$ cat config.mk
export PLATFORM = sky130hd
export DESIGN_NAME = master_spi_shift_datapath
export DESIGN_NICKNAME = d
export VERILOG_FILES = /design/src/rtl/master_spi_shift_datapath.sv
export SDC_FILE = /design/constraint.sdc
export NUM_CORES = 1
export LEC_CHECK = 0
export CORE_ASPECT_RATIO = 1.4
export CORE_MARGIN = 2
export CORE_UTILIZATION = 55
export DETAILED_ROUTE_END_ITERATION = 12
export GPL_TIMING_DRIVEN = 0
export MAX_ROUTING_LAYER = met4
export PLACE_DENSITY = 0.87
export SETUP_SLACK_MARGIN = 0.15
export SLEW_MARGIN = 0
export SYNTH_ARGS = -nofsm -noshare
export SYNTH_HDL_FRONTEND = slang
export SYNTH_HIERARCHICAL = 1
export SYNTH_SLANG_ARGS = --single-unit
$ cat constraint.sdc
create_clock -name clk_c -period 4.05 [get_ports clk_c]
set_input_delay 0.405 -clock clk_c [delete_from_list [all_inputs] [get_ports clk_c]]
set_output_delay 0.405 -clock clk_c [all_outputs]
set_load 0.01 [all_outputs]
$ cat src/rtl/master_spi_shift_datapath.sv
// SPI master shift datapath (mode 0). It generates SCLK, CS_n and MOSI, captures MISO, and flags the end of a word to the FSM.
// Define MASTER_SPI_LSB_FIRST_EN to shift LSB first. By default the word is shifted MSB first.

module master_spi_shift_datapath_checker (
  input logic clk_c,
  input logic reset_r,
  input logic sclk,
  input logic cs_n,
  input logic mosi,
  input logic transmittedAllBitsFlag
);

  property pSclkLowWhenDeselected;
    @(posedge clk_c) disable iff (!reset_r) cs_n |-> !sclk;
  endproperty

  property pMosiLowWhenDeselected;
    @(posedge clk_c) disable iff (!reset_r) cs_n |-> !mosi;
  endproperty

  property pFlagSingleCycle;
    @(posedge clk_c) disable iff (!reset_r) transmittedAllBitsFlag |=> !transmittedAllBitsFlag;
  endproperty

  aSclkLowWhenDeselected: assert property (pSclkLowWhenDeselected);
  aMosiLowWhenDeselected: assert property (pMosiLowWhenDeselected);
  aFlagSingleCycle:       assert property (pFlagSingleCycle);

endmodule

module master_spi_shift_datapath #(
  parameter int DATA_WIDTH = 8,
  parameter int CLK_DIV    = 2
) (
  input  logic                  clk_c,
  input  logic                  reset_r,
  input  logic                  writeInputDataFlag,
  input  logic                  peripheralEN,
  input  logic [DATA_WIDTH-1:0] txData,
  input  logic                  miso,
  output logic                  sclk,
  output logic                  cs_n,
  output logic                  mosi,
  output logic [DATA_WIDTH-1:0] rxData,
  output logic                  transmittedAllBitsFlag
);

  localparam int DIV_W = (CLK_DIV > 1) ? $clog2(CLK_DIV) : 1;
  localparam int CNT_W = $clog2(DATA_WIDTH + 1);
  localparam logic [DIV_W-1:0] DIV_LAST = DIV_W'(CLK_DIV - 1);
  localparam logic [CNT_W-1:0] BIT_LAST = CNT_W'(DATA_WIDTH - 1);

  typedef enum logic [1:0] {
    IDLE  = 2'd0,
    SHIFT = 2'd1,
    DONE  = 2'd2
  } state_t;

  state_t                  state;
  logic [DATA_WIDTH-1:0]   txShift;
  logic [DATA_WIDTH-1:0]   rxShift;
  logic [DIV_W-1:0]        divCnt;
  logic [CNT_W-1:0]        bitCnt;
  logic [DATA_WIDTH-1:0]   txShifted;
  logic [DATA_WIDTH-1:0]   rxShifted;
  logic                    txBit;

`ifdef MASTER_SPI_LSB_FIRST_EN
  assign txShifted = {1'b0, txShift[DATA_WIDTH-1:1]};
  assign rxShifted = {miso, rxShift[DATA_WIDTH-1:1]};
  assign txBit     = txShift[0];
`else
  assign txShifted = {txShift[DATA_WIDTH-2:0], 1'b0};
  assign rxShifted = {rxShift[DATA_WIDTH-2:0], miso};
  assign txBit     = txShift[DATA_WIDTH-1];
`endif

  // MOSI is held low whenever the slave is deselected.
  assign mosi = cs_n ? 1'b0 : txBit;

  // Transfer sequencing: load, SCLK generation, shifting and the end-of-word pulse.
  always_ff @(posedge clk_c) begin
    if (!reset_r) begin
      state                  <= IDLE;
      sclk                   <= 1'b0;
      cs_n                   <= 1'b1;
      rxData                 <= {DATA_WIDTH{1'b0}};
      transmittedAllBitsFlag <= 1'b0;
      txShift                <= {DATA_WIDTH{1'b0}};
      rxShift                <= {DATA_WIDTH{1'b0}};
      divCnt                 <= {DIV_W{1'b0}};
      bitCnt                 <= {CNT_W{1'b0}};
    end else begin
      transmittedAllBitsFlag <= 1'b0;
      case (state)
        IDLE: begin
          sclk <= 1'b0;
          cs_n <= 1'b1;
          if (peripheralEN) begin
            state  <= SHIFT;
            cs_n   <= 1'b0;
            divCnt <= {DIV_W{1'b0}};
            bitCnt <= {CNT_W{1'b0}};
          end else if (writeInputDataFlag) begin
            txShift <= txData;
          end
        end
        SHIFT: begin
          if (!peripheralEN) begin
            state <= IDLE;
            cs_n  <= 1'b1;
            sclk  <= 1'b0;
          end else if (divCnt == DIV_LAST) begin
            divCnt <= {DIV_W{1'b0}};
            sclk   <= ~sclk;
            if (!sclk) begin
              rxShift <= rxShifted;
            end else begin
              // Falling edge: present the next bit and count the completed one.
              txShift <= txShifted;
              bitCnt  <= bitCnt + CNT_W'(1);
              if (bitCnt == BIT_LAST) begin
                state                  <= DONE;
                rxData                 <= rxShift;
                transmittedAllBitsFlag <= 1'b1;
              end
            end
          end else begin
            divCnt <= divCnt + DIV_W'(1);
          end
        end
        DONE: begin
          sclk <= 1'b0;
          if (!peripheralEN) begin
            state <= IDLE;
            cs_n  <= 1'b1;
          end
        end
        default: begin
          state <= IDLE;
          sclk  <= 1'b0;
          cs_n  <= 1'b1;
        end
      endcase
    end
  end

  master_spi_shift_datapath_checker uChecker (
    .clk_c                  (clk_c),
    .reset_r                (reset_r),
    .sclk                   (sclk),
    .cs_n                   (cs_n),
    .mosi                   (mosi),
    .transmittedAllBitsFlag (transmittedAllBitsFlag)
  );

endmodule

==> impl_results.md, run 1 <==
- Slew HR: 0.706
- Die X-Extent: 49.6 um
- DRC violation count after routing: 0
- Wire length of the first global-routing pass: 6.15 mm
- Worst-case clock buffer depth: 2
- Design Power: 0.691 mW
- Area of all placed cells without fillers: 1960 um^2
- Switching component of the power: 0.178 mW
- Library cell used as clock root buffer: clkbuf_8
- Global-route usage over all layers: 0.248
- Critical R2R Capture: rxShift[7]$_SDFFE_PN0P_
- Fraction of power consumed by the clock network: 0.335
- Kind of end point of the critical path: primary output
- Post-detailed-route via-to-cell ratio: 5.76
- Worst-case reg-to-reg path depth: 7
- Final hold viol count: 0
- Die footprint: 3360 um^2
- Mapped Cells: 173
- Area growth syn-to-layout: 22.7%
- Proportion of synthesized chip area in sequential cells: 0.426
- First-pass DRT Iterations: 4
- Crit-path max cell delay: 0.60 ns
- Internal power of the cells: 0.513 mW
- Combinational share of power: 0.159
- Clock Sinks: 34
- Post-route insts no fill: 241
- Skew-Pair Late Insertion Delay: 0.28 ns
- Top-level I/O count: 25
- Cell family with most CP delay: buffers and inverters
- Hold path cells: 2
- Number of buffers and inverters on the critical path: 1
- Hold-fix buffers at CTS: 0
- Synth Cell Area: 1600 um^2
- Final number of max-transition violations: 0
- Starting density of the core: 0.567
- Clock slew at reported path FFs: 0.06 ns
- Worst path cell trace: clkdlybuf4s50_1
- Share of power burned in registers: 0.505
- Data required time of the worst path: 3.64 ns
- Upper clock frequency limit: 562 MHz
- Worst endpoint data arrival time: 1.37 ns
- Number of register bits inferred by synthesis: 34
- Sum of routed wire length over all layers: 3.56 mm
- CTS tree: yes
- Critical path peak fanout: 7
- Weighted congestion at the end of routability-driven global placement: 0.827
- Half-perimeter wire length after placement: 2.67 mm
- Commonest non-fill, non-tap cells in the layout: nand2_1 (40), dfxtp_1 (34), clkdlybuf4s50_1 (24)
- Power per standard cell area: 353 nW/um^2
- Residual overflow from global routing: 0
- Distinct cell type count of the synthesized netlist: 38
- Cell count after placement: 234
- Category of the worst setup path launch point: flip-flop
- Maximum number of pins on one net before global-route repair: 11
- Clock buffers created by TritonCTS: 5
- Antenna violations before repair: 0
- Antenna diode count: 0
- Setup repair after global routing missed its margin: no
- Layout cell share with drive strength beyond 1: 0.0931
- Total negative slack: 0 ns
- Num rows: 23
- Total of buffers placed on input and output ports: 24
- Most frequent standard cell in the layout excluding fill and tap cells: nand2_1
- Total leakage power: 0.663 nW
- Launching point of the worst reg2reg path: state[1]$_SDFFE_PN0P_
- Worst Hold Endpoint: rxData[4]$_SDFFE_PN0P_
- Hold path startpoint: rxData[4]$_SDFFE_PN0P_
- Final clock period utilization by the worst path: 0.439
- Tightest Pin Transition: 0.442 ns
- Iteration-0 DRC count of the detailed router: 48
- Remaining antenna violation count after routing: 0
- Placed inst area: 1880 um^2
- Post-CTS repair timing setup buffer count: 0
- Outcome: completed
- Crit Path Class: flip-flop to primary output
- Area inside the core boundary: 2820 um^2
- Maximum capacitance violations: 0
- Type of the worst min-delay path: flip-flop to flip-flop
- Crit path max-delay cell type: clkdlybuf4s50_1
- Worst IR drop on VDD: 0.267 mV
- Vias in the first global route: 1444
- Via count: 1387
- Number of endpoints failing setup at the final stage: 0
- Number of warning messages in the yosys log: 6
- Worst-case clock skew: 0.00226 ns
- Average instance area after synthesis: 9.24 um^2
- Minimum clock period after layout: 1.78 ns
- Routed wirelength normalized by instance count: 14.8 um
- H-tree depth: 2
- Post-cts resize count: 0
- Fraction of power spent switching nets: 0.258
- Final Net Count: 221
- FF-to-FF setup slack: 2.27 ns
- Vertical die dimension: 67.8 um
- Fill count: 236
- Total nets after synthesis: 190
==> state kept, by name, summed over array words and instances, names as in the netlist <==
signal / count
rxShift: 8
rxData: 8
state: 2
divCnt: 1
txShift: 8
sclk: 1
transmittedAllBitsFlag: 1
cs_n: 1
bitCnt: 4
==> worst max-delay path by stage <==
stage	endpoint	from	cells past startpoint
5_1_grt	rxShift[0]$_SDFFE_PN0P_	state[1]$_SDFFE_PN0P_	7
6_report	sclk	sclk$_SDFFE_PN0P_	1
4_1_cts	sclk	sclk$_SDFFE_PN0P_	1
3_3_place_gp	txShift[6]$_SDFFE_PN0P_	reset_r	5
2_1_floorplan	txShift[0]$_SDFFE_PN0P_	state[1]$_SDFFE_PN0P_	8
3_5_place_dp	txShift[5]$_SDFFE_PN0P_	reset_r	5
==> cell type report <==
cell class	count	area, um^2	area share
buffer	14	87.6	0.0447
clock buffer	7	76.3	0.0389
inverter	4	15.0	0.00766
multi-input combinational	121	815	0.415
sequential	34	681	0.347
tap	37	46.3	0.0236
timing repair buffer	24	240	0.123
==> layer usage <==
metal / up-vias / global-route usage / wire (um)
met5: - / - / 0
met4: 0 / 0.146 / 119
met3: 12 / 0.0531 / 134
met2: 38 / 0.467 / 1960
met1: 659 / 0.228 / 1350
li1: 678 / - / -
==> power by group through the flow <==
stage	Sequential [mW]	Combinational, mW	Clock, mW
after floorplan	0.356	0.0764	0
after global placement	0.356	0.104	0
after detailed placement	0.357	0.108	0
after CTS	0.349	0.109	0.235
after global routing	0.350	0.120	0.247
final	0.349	0.110	0.232
==> cells by family (layout without fill, tap and decap cells) <==
kind of cell	Yosys count	in the layout	share of synthesized area
adder cells (fa/ha/maj)	4	4	0.0313
AND/OR/NAND/NOR	63	63	0.210
buffers and inverters	18	49	0.0642
flip-flops	34	34	0.426
AO/OA/AOI/OAI	36	36	0.156
multiplexers	17	17	0.107
XOR/XNOR	1	1	0.00548
==> synthesized netlist by cell type (all sizes together) <==
| master | number | share of area |
|---|---|---|
| nand2 | 40 | 0.094 |
| dfxtp | 34 | 0.43 |
| mux2i | 16 | 0.10 |
| a21oi | 12 | 0.038 |
| buf | 10 | 0.045 |
| o31ai | 7 | 0.033 |
| o2111ai | 6 | 0.033 |
| nor2 | 5 | 0.012 |
| clkbuf | 4 | 0.0094 |
| ha | 4 | 0.031 |
| inv | 4 | 0.0094 |
| nand3 | 4 | 0.013 |
| o211ai | 3 | 0.014 |
| and4b | 2 | 0.013 |
| nand4 | 2 | 0.017 |
| nor4b | 2 | 0.015 |
| o21ai | 2 | 0.0063 |
| or3 | 2 | 0.0078 |
| a211o | 1 | 0.0055 |
| a21boi | 1 | 0.0047 |
| a221oi | 1 | 0.0055 |
| a31o | 1 | 0.0055 |
| and2 | 1 | 0.0039 |
| mux2 | 1 | 0.0070 |
| nand3b | 1 | 0.0047 |
| nand4b | 1 | 0.0055 |
| nand4bb | 1 | 0.017 |
| nor2b | 1 | 0.0039 |
| o21a | 1 | 0.0047 |
| o32a | 1 | 0.0063 |
| or2 | 1 | 0.0039 |
| xnor2 | 1 | 0.0055 |
==> through the flow <==
| stage | util | setup WS, ns | hold slack, ns |
|---|---|---|---|
| finish | 0.695 | 2.27 | 0.461 |
| global route | 0.695 | 2.16 | 0.491 |
| CTS | 0.695 | 2.28 | 0.463 |
| detailed placement | 0.668 | 2.05 | 0.450 |
| global placement | 0.668 | 2.07 | 0.441 |
| floorplan | - | 2.53 | 0.433 |
Power figures use the tool's default switching activity.
==> run 2: changes to the inputs <==
- CORE_UTILIZATION: 55 -> 52
- PLACE_DENSITY: 0.87 -> 0.84
- clock period: 4.05 -> 1.7 ns (I/O delays scaled with it)
==> run 2 against run 1 <==
Combinational power rose to 2.8 times the previous value. Register-to-register slack got worse by 2.1 ns. Clock power rose by 140%. Clock-buffer cell count fell by 2. Cell area rose by 6.8%. Clock skew rose by 0.0022 ns. Global-route usage rose by 0.74 points. Core utilization rose by 2.5 points. Highest routed layer unchanged. Sequential power rose by 140%. Die area rose by 5.4%. Largest power group unchanged. Sequential share of layout area fell by 2.0 points.
==> impl_results.md, run 2 (synthesis results as in run 1) <==
- Die X-Extent: 50.9 um (was 49.6 um)
- Type of the worst min-delay path: input pin to flip-flop (was flip-flop to flip-flop)
- Final number of max-transition violations: 0 (unchanged)
- Clock Sinks: 34 (unchanged)
- Worst setup slack after layout: 0.166 ns (was 2.27 ns)
- Minimum clock period after layout: 1.53 ns
- Post-detailed-route via-to-cell ratio: 5.94 (was 5.76)
- Hold path cells: 3 (was 2)
- Routed wirelength normalized by instance count: 15.8 um (was 14.8 um)
- First-pass DRT Iterations: 4 (unchanged)
- Clock buffers created by TritonCTS: 5 (unchanged)
- DRC violation count after routing: 0 (unchanged)
- Iteration-0 DRC count of the detailed router: 37 (was 48)
- Worst IR drop on VDD: 0.528 mV (was 0.267 mV)
- CTS tree: yes (unchanged)
- Total of buffers placed on input and output ports: 24 (unchanged)
- Remaining antenna violation count after routing: 0 (unchanged)
- Starting density of the core: 0.550 (was 0.567)
- Worst path cell trace: inv_2, ha_4, buf_6, nand4bb_4, buf_6, o21a_1, buf_6, o31ai_2 (was clkdlybuf4s50_1)
- Wire length of the first global-routing pass: 6.68 mm (was 6.15 mm)
- Layout cell share with drive strength beyond 1: 0.213 (was 0.0931)
- Tightest Pin Transition: 0.470 ns (was 0.442 ns)
- Final Net Count: 224 (was 221)
- Slew HR: 0.687 (was 0.706)
- Top-level I/O count: 25 (unchanged)
- Crit Path Class: flip-flop to flip-flop (was flip-flop to primary output)
- Critical path peak fanout: 8 (was 7)
- Half-perimeter wire length after placement: 2.72 mm (was 2.67 mm)
- Most frequent standard cell in the layout excluding fill and tap cells: nand2_1 (unchanged)
- Num rows: 23 (unchanged)
- Crit path max-delay cell type: dfxtp_2 (was clkdlybuf4s50_1)
- Residual overflow from global routing: 0 (unchanged)
- Worst endpoint data arrival time: 1.74 ns (was 1.37 ns)
- Antenna diode count: 0 (unchanged)
- Commonest non-fill, non-tap cells in the layout: nand2_1 (40), dfxtp_1 (31), clkdlybuf4s50_1 (24) (was nand2_1 (40), dfxtp_1 (34), clkdlybuf4s50_1 (24))
- Upper clock frequency limit: 652 MHz
- Kind of end point of the critical path: flip-flop (was primary output)
- Worst-case reg-to-reg path depth: 8 (was 7)
- Setup repair after global routing missed its margin: yes (was no)
- Skew-Pair Late Insertion Delay: 0.29 ns (was 0.28 ns)
- Global-route usage over all layers: 0.255 (was 0.248)
- Vias in the first global route: 1553 (was 1444)
- Weighted congestion at the end of routability-driven global placement: 0.839 (was 0.827)
- Core Util, Final: 0.721 (was 0.695)
- Area inside the core boundary: 2910 um^2 (was 2820 um^2)
- Launching point of the worst reg2reg path: state[1]$_SDFFE_PN0P_ (unchanged)
- Library cell used as clock root buffer: clkbuf_8 (unchanged)
- Final clock period utilization by the worst path: 0.902
- Power per standard cell area: 813 nW/um^2 (was 353 nW/um^2)
- Area of all placed cells without fillers: 2090 um^2 (was 1960 um^2)
- First element of the critical path: state[1]$_SDFFE_PN0P_ (was sclk$_SDFFE_PN0P_)
- Sum of routed wire length over all layers: 3.86 mm (was 3.56 mm)
- Data required time of the worst path: 1.91 ns (was 3.64 ns)
- Maximum capacitance violations: 0 (unchanged)
- Hold path startpoint: miso (was rxData[4]$_SDFFE_PN0P_)
- Worst hold slack: 0.434 ns (was 0.461 ns)
- Total negative slack: 0 ns (unchanged)
- Area growth syn-to-layout: 31.1% (was 22.7%)
- Clock slew at reported path FFs: 0.07 ns (was 0.06 ns)
- Maximum number of pins on one net before global-route repair: 11 (unchanged)
- Regs by FF count: rxData (8), rxShift (8), txShift (8) (unchanged)
- Worst slack at placement: -0.0984 ns (was 2.05 ns)
- Number of endpoints failing setup at the final stage: 0 (unchanged)
- H-tree depth: 2 (unchanged)
- Worst-case clock buffer depth: 2 (unchanged)
- Vertical die dimension: 69.6 um (was 67.8 um)
- Total leakage power: 0.705 nW (was 0.663 nW)
- Crit-path max cell delay: 0.34 ns (was 0.60 ns)
- Die footprint: 3540 um^2 (was 3360 um^2)
- Category of the worst setup path launch point: flip-flop (unchanged)
- Placed inst area: 1880 um^2 (unchanged)
- Antenna violations before repair: 0 (unchanged)
- Final hold viol count: 0 (unchanged)
- FF-to-FF setup slack: 0.17 ns (was 2.27 ns)
- Worst-case clock skew: 0.00448 ns (was 0.00226 ns)
- Worst Hold Endpoint: rxShift[0]$_SDFFE_PN0P_ (was rxData[4]$_SDFFE_PN0P_)
- Outcome: completed (unchanged)
- Cell type with the highest occurrence count on the critical path: buf_6
- Critical R2R Capture: txShift[6]$_SDFFE_PN0P_ (was rxShift[7]$_SDFFE_PN0P_)
- Via count: 1450 (was 1387)
## run 2: critical path: cells and delay by family (launching register included)
family	cells	cell delay [ns]
fa+ha+maj	1	0.15
buf+inv	4	0.47
simple gates	1	0.19
flops	1	0.34
compound gates	2	0.30
## run 2: power by group
part | switching (mW) | internal (mW)
Sequential | 0.0174 | 0.820
Combinational | 0.167 | 0.140
Clock | 0.284 | 0.274
## run 2: timing repair
| action | CTS | global route |
|---|---|---|
| gates resized for setup | 9 | 19 |
| setup buffers | 3 | 0 |
| pin swaps | 3 | 8 |
| cloned | 0 | 0 |
| hold buffers | 0 | 0 |
| endpoints found under the setup margin | 28 | 31 |
## run 2: area by class of cell
| type | instances | area [um^2] |
|---|---|---|
| plain buffers | 14 | 96.3 |
| multi-input cells | 121 | 911 |
| clock buffers | 5 | 68.8 |
| repair buffers | 27 | 263 |
| well taps | 37 | 46.3 |
| fillers | 228 | 812 |
| inverters | 4 | 15.0 |
| clock inverters | 2 | 10.0 |
| flip-flops and latches | 34 | 684 |
## run 2: worst max path at each step
stage / slack [ns] / cells after the start / endpoint
4_1_cts: 0.16 / 8 / txShift[0]$_SDFFE_PN0P_
5_1_grt: 0.1 / 7 / rxData[0]$_SDFFE_PN0P_
3_5_place_dp: -0.1 / 5 / txShift[5]$_SDFFE_PN0P_
3_3_place_gp: -0.04 / 5 / txShift[6]$_SDFFE_PN0P_
2_1_floorplan: 0.18 / 8 / txShift[0]$_SDFFE_PN0P_
6_report: 0.17 / 8 / txShift[6]$_SDFFE_PN0P_
## run 2: metal layers
layer	wire length (um)	part of all wire	GRT usage	vias to the layer above
met2	2090	0.54	0.433	46
met5	0	0	-	-
met1	1450	0.38	0.250	701
met3	157	0.041	0.0647	19
li1	-	-	-	684
met4	150	0.039	0.165	0
## run 2: metrics by stage
step / power [mW] / std cells
floorplan: 1.03 / 173
global placement: 1.10 / 234
detailed placement: 1.11 / 234
CTS: 1.68 / 244
global route: 1.77 / 244
finish: 1.70 / 244
